[src/rtl/integer_multiplier_if.sv]
// Handshake and result bundle for the shift-add integer multiplier.
// The master drives the operands and go; the slave returns the result and status.
interface integer_multiplier_if #(
  parameter int W = 4
);
  logic           go;
  logic [W-1:0]   a;
  logic [W-1:0]   b;
  logic [2*W-1:0] product;
  logic           done;
  logic           busy;
  logic [2:0]     cs;

  modport master (
    output go, a, b,
    input  product, done, busy, cs
  );

  modport slave (
    input  go, a, b,
    output product, done, busy, cs
  );
endinterface

[src/rtl/integer_multiplier.sv]
// Sequential shift-add unsigned multiplier: one TEST/[ADD]/SHIFT pass per
// multiplier bit, always running all W iterations.
module integer_multiplier #(
  parameter int W = 4
) (
  input  logic                clk,
  input  logic                rst,
  integer_multiplier_if.slave bus
);

  localparam int CW = $clog2(W + 1);

  typedef enum logic [2:0] {
    IDLE  = 3'd0,
    LOAD  = 3'd1,
    TEST  = 3'd2,
    ADD   = 3'd3,
    SHIFT = 3'd4,
    DONE  = 3'd5
  } state_t;

  state_t         state_q;
  state_t         state_d;
  logic [2*W-1:0] mcand_q;
  logic [W-1:0]   mplr_q;
  logic [2*W-1:0] acc_q;
  logic [CW-1:0]  count_q;
  logic [2*W-1:0] product_q;

  always_ff @(posedge clk) begin
    if (rst) state_q <= IDLE;
    else     state_q <= state_d;
  end

  // Unused codes 6 and 7 fall through to the default and return to IDLE.
  always_comb begin
    state_d = IDLE;
    case (state_q)
      IDLE:  state_d = bus.go ? LOAD : IDLE;
      LOAD:  state_d = TEST;
      TEST:  state_d = mplr_q[0] ? ADD : SHIFT;
      ADD:   state_d = SHIFT;
      SHIFT: state_d = (count_q == CW'(1)) ? DONE : TEST;
      DONE:  state_d = IDLE;
      default: state_d = IDLE;
    endcase
  end

  // Operands are latched only on the edge leaving IDLE, so later changes on
  // a and b cannot disturb an operation in flight.
  always_ff @(posedge clk) begin
    if (rst) begin
      mcand_q   <= '0;
      mplr_q    <= '0;
      acc_q     <= '0;
      count_q   <= '0;
      product_q <= '0;
    end else begin
      case (state_q)
        IDLE: begin
          if (bus.go) begin
            mcand_q <= {{W{1'b0}}, bus.a};
            mplr_q  <= bus.b;
            acc_q   <= '0;
            count_q <= CW'(W);
          end
        end
        ADD: acc_q <= acc_q + mcand_q;
        SHIFT: begin
          mcand_q <= mcand_q << 1;
          mplr_q  <= mplr_q >> 1;
          count_q <= count_q - CW'(1);
        end
        DONE: product_q <= acc_q;
        default: ;
      endcase
    end
  end

  assign bus.cs      = state_q;
  assign bus.done    = (state_q == DONE);
  assign bus.busy    = (state_q != IDLE);
  assign bus.product = product_q;

endmodule
[src/flat_wrapper.sv]
// flat-port wrapper written by rule: the top's interface ports become plain ports
module integer_multiplier_flat 
#(
  parameter int W = 4
)
  (clk, rst, bus_go, bus_a, bus_b, bus_product, bus_done, bus_busy, bus_cs);
  integer_multiplier_if #(.W(W)) bus_i ();
  input  logic clk;
  input  logic rst;
  input wire logic [$bits(bus_i.go)-1:0] bus_go;
  input wire logic [$bits(bus_i.a)-1:0] bus_a;
  input wire logic [$bits(bus_i.b)-1:0] bus_b;
  output wire logic [$bits(bus_i.product)-1:0] bus_product;
  output wire logic [$bits(bus_i.done)-1:0] bus_done;
  output wire logic [$bits(bus_i.busy)-1:0] bus_busy;
  output wire logic [$bits(bus_i.cs)-1:0] bus_cs;
  assign bus_i.go = bus_go;
  assign bus_i.a = bus_a;
  assign bus_i.b = bus_b;
  assign bus_product = bus_i.product;
  assign bus_done = bus_i.done;
  assign bus_busy = bus_i.busy;
  assign bus_cs = bus_i.cs;
  integer_multiplier #(.W(W)) u_core (.clk(clk), .rst(rst), .bus(bus_i));
endmodule
[config.mk]
export PLATFORM = sky130hd
export DESIGN_NAME = integer_multiplier_flat
export DESIGN_NICKNAME = d
export VERILOG_FILES = /design/src/rtl/integer_multiplier_if.sv /design/src/rtl/integer_multiplier.sv /design/src/flat_wrapper.sv
export SDC_FILE = /design/constraint.sdc
export NUM_CORES = 1
export LEC_CHECK = 0
export ABC_AREA = 1
export ABC_CLOCK_PERIOD_IN_PS = 2550
export CAP_MARGIN = 20
export CORE_AREA = 2 2 53 65
export DETAILED_ROUTE_END_ITERATION = 12
export DIE_AREA = 0 0 55 67
export GPL_ROUTABILITY_DRIVEN = 0
export MAX_ROUTING_LAYER = met4
export PLACE_DENSITY = 0.82
export SLEW_MARGIN = 20
export SYNTH_ARGS = -nofsm -noshare
export SYNTH_HDL_FRONTEND = slang
export SYNTH_SLANG_ARGS = --single-unit
[constraint.sdc]
create_clock -name clk -period 2.55 [get_ports clk]
set_clock_uncertainty 0.15 [all_clocks]
set_input_delay 0.255 -clock clk [delete_from_list [all_inputs] [get_ports clk]]
set_output_delay 0.255 -clock clk [all_outputs]
set_load 0.02 [all_outputs]
==> flow_metrics.tcl <==
set metrics [dict create \
    cts_setup_buffers 0 \
    grt_pass1_vias 1438 \
    synth_area_leaders "dfxtp_1 40%, nand2_1 14%, a21oi_1 8.2%" \
    yosysUniqueCellTypes 26 \
    std_cell_rows 22 \
    grt_max_degree 19 \
    routed_wl_um 3500 \
    r2r_setup_slack_ns 0.84 \
    p_sw_w 0.000293 \
    relSlewSlack_pct 71.7 \
    port-buffer-count 23 \
    drt.antenna.violating_nets 0 \
    clk_latency_ns 0.35 \
    yosysWarnings 0 \
    p_clk_share_pct 35.6 \
    fin_setup_tns_ns 0 \
    avgViaCountPerCell 5.22 \
    die_y_um 67 \
    min_period_over_period_pct 85.9 \
    power_frac_seq_pct 50.2 \
    clkSinkCount 34 \
    clock_tree.buffer_depth 2 \
    worstSetupPathType "reg -> out" \
    p_leak_nw 0.966 \
    vdd_drop_max_v 0.000494 \
    synth_area_per_cell_um2 7.11 \
    multiInputGateArea_um2 847 \
    synth_area_um2 1710 \
    rsz0062_at_grt "no" \
    drive_gt1_share_pct 6.77 \
    cts.clk_slew.worst_paths_ns 0.10 \
    p_per_area_nw_per_um2 562 \
    final_hold_viol_count 0 \
    vias 1577 \
    syn-num-nets 261 \
    hpwl_um 2640 \
    endpoint_kind "primary output" \
    syn_inst 240 \
    comb_power_share_pct 14.2 \
    yosysTopAreaCellShare_pct 39.9 \
    grt_pass1_wl_um 5980 \
    nets 287 \
    arrival_ns 1.79 \
    critical_path_required_ns 2.14 \
    ios 24 \
    die_w_um 55 \
    setup_viol 0 \
    worstHoldEndpoint "u_core.mplr_q[2]" \
    slew_violations 0 \
    drc 0 \
    grt_overflow 0 \
    start_util_pct 56.4 \
    fmax_mhz 456 \
    cts_resized 0 \
    die-area_um2 3690 \
    drt_iter0_markers 37 \
    gr-usage-all-layers_pct 23.2 \
    swShare_pct 25.7 \
    antenna_cells 0 \
    hold_start "u_core.mplr_q[2]" \
    fillers 282 \
    worstPathMaxFanout 10 \
    hold_path_depth 2 \
    wl_per_cell_um 11.6 \
    regArea_um2 681 \
    finalCriticalPeriod_ns 2.19 \
    firstDrtPassIters 4 \
    hold_slack_ns 0.309 \
    numCtsBuffers 5 \
    critPathLaunchType "register" \
    htree_levels 2 \
    reg2reg_from "u_core.acc_q[0]" \
    synth_top_area_cell "dfxtp_1" \
    ctsHoldBuffers 0 \
    postSynthRegisterBits 34 \
    coreArea_um2 3030 \
    reg2regPathDepth 7 \
    p_int_w 0.000847 \
    tritoncts "done" \
    worst_pin_slew_ns 0.424 \
    hold_class "reg -> reg" \
    cap_violations 0 \
    clockRootBuffer "clkbuf_4" \
    seq_area_frac_synth_pct 39.9 \
    reg2reg_to "u_core.acc_q[4]" \
    status "finished clean" \
    syn2layout_area_growth_pct 18.9 \
    antenna_found_initial 0 \
]
metal layers:
layer	GRT usage, %	wire length (um)	part of all wire (%)
met2	38.1	1770	50
met1	25.8	1510	43
met4	11.9	88	2.5
met3	4.71	133	3.8
met5	-	0	0
cells in the final DEF (no fill, tap or decap), types with 2 or more instances in the layout:
cell type,n
inv_2,3
ha_1,9
buf_4,2
nand3_1,13
clkdlybuf4s50_1,23
clkbuf_4,5
dfxtp_1,34
inv_1,30
nand2_1,63
a21oi_1,28
nor2_1,20
o21ai_0,21
critical path, stage by stage, from the launching register on:
cell	delay (ns)
dfxtp_1	0.42
inv_1	0.12
nor3_2	0.11
buf_4	0.18
clkdlybuf4s50_1	0.61
synth_stat cells:
master    number
o22ai_1        1
o21ai_0       21
nand2_1       63
nor2_2         1
clkbuf_8       1
nand2_2        1
nand4_1        1
fa_1           1
nor2_8         1
nor2_1        20
nand3_1       13
a21oi_1       28
buf_6          2
nand3_2        1
inv_4          1
dfxtp_1       34
buf_2          1
xor2_1         1
inv_2          3
clkbuf_1       2
nor3_1         1
ha_1           9
nor3_2         1
a31oi_1        1
o31ai_1        1
inv_1         30
area by class of cell:
cell class	instances	area share [%]
repair buffers	25	12.1
well taps	36	2.22
flip-flops and latches	34	33.5
multi-input cells	166	41.7
clock buffers	6	2.53
clock inverters	1	1.48
inverters	34	6.41
per-stage QoR:
step	std cells	util [%]	total power (W)	instance area [um^2]	setup slack [ns]
after global routing	302	67.0	0.00119	2030	0.230
after floorplan	240	-	0.000696	1710	0.835
after CTS	302	67.0	0.00115	2030	0.351
final	302	67.0	0.00114	2030	0.359
after global placement	295	64.3	0.000742	1950	0.770
after detailed placement	295	64.3	0.000747	1950	0.744
cells by family (layout without fill, tap and decap cells):
kind of cell | count (synthesis) | after routing | synth area share (%)
fa+ha+maj | 10 | 10 | 7.77
flops | 34 | 34 | 39.9
buf+inv | 40 | 66 | 10.5
compound gates | 52 | 52 | 15.5
xor+xnor | 1 | 1 | 0.513
simple gates | 103 | 103 | 25.8
flip-flops by register name, summed over array words and instances (netlist names):
register            cells
u_core.acc_q            8
u_core.bus.cs           3
u_core.mplr_q           4
u_core.mcand_q          8
u_core.count_q          3
u_core.bus.product      8
power groups by stage:
stage | clock network, W | registers [W] | logic [W]
after global placement | 0 | 0.000583 | 0.000159
final | 0.000406 | 0.000572 | 0.000162
after detailed placement | 0 | 0.000585 | 0.000163
after global routing | 0.000434 | 0.000576 | 0.000183
after CTS | 0.000412 | 0.000572 | 0.000163
after floorplan | 0 | 0.000588 | 0.000108
how the worst max path moves through the flow:
stage	startpoint	endpoint	slack [ns]	cells after the start
floorplan	u_core.bus.cs[2]	u_core.bus.product[0]	0.84	5
global placement	u_core.bus.cs[0]	bus_done	0.77	4
detailed placement	u_core.bus.cs[0]	bus_done	0.74	4
CTS	u_core.bus.cs[2]	bus_done	0.35	4
global route	u_core.bus.cs[2]	bus_done	0.23	4
finish	u_core.bus.cs[2]	bus_done	0.36	4
Power figures use the tool's default switching activity.
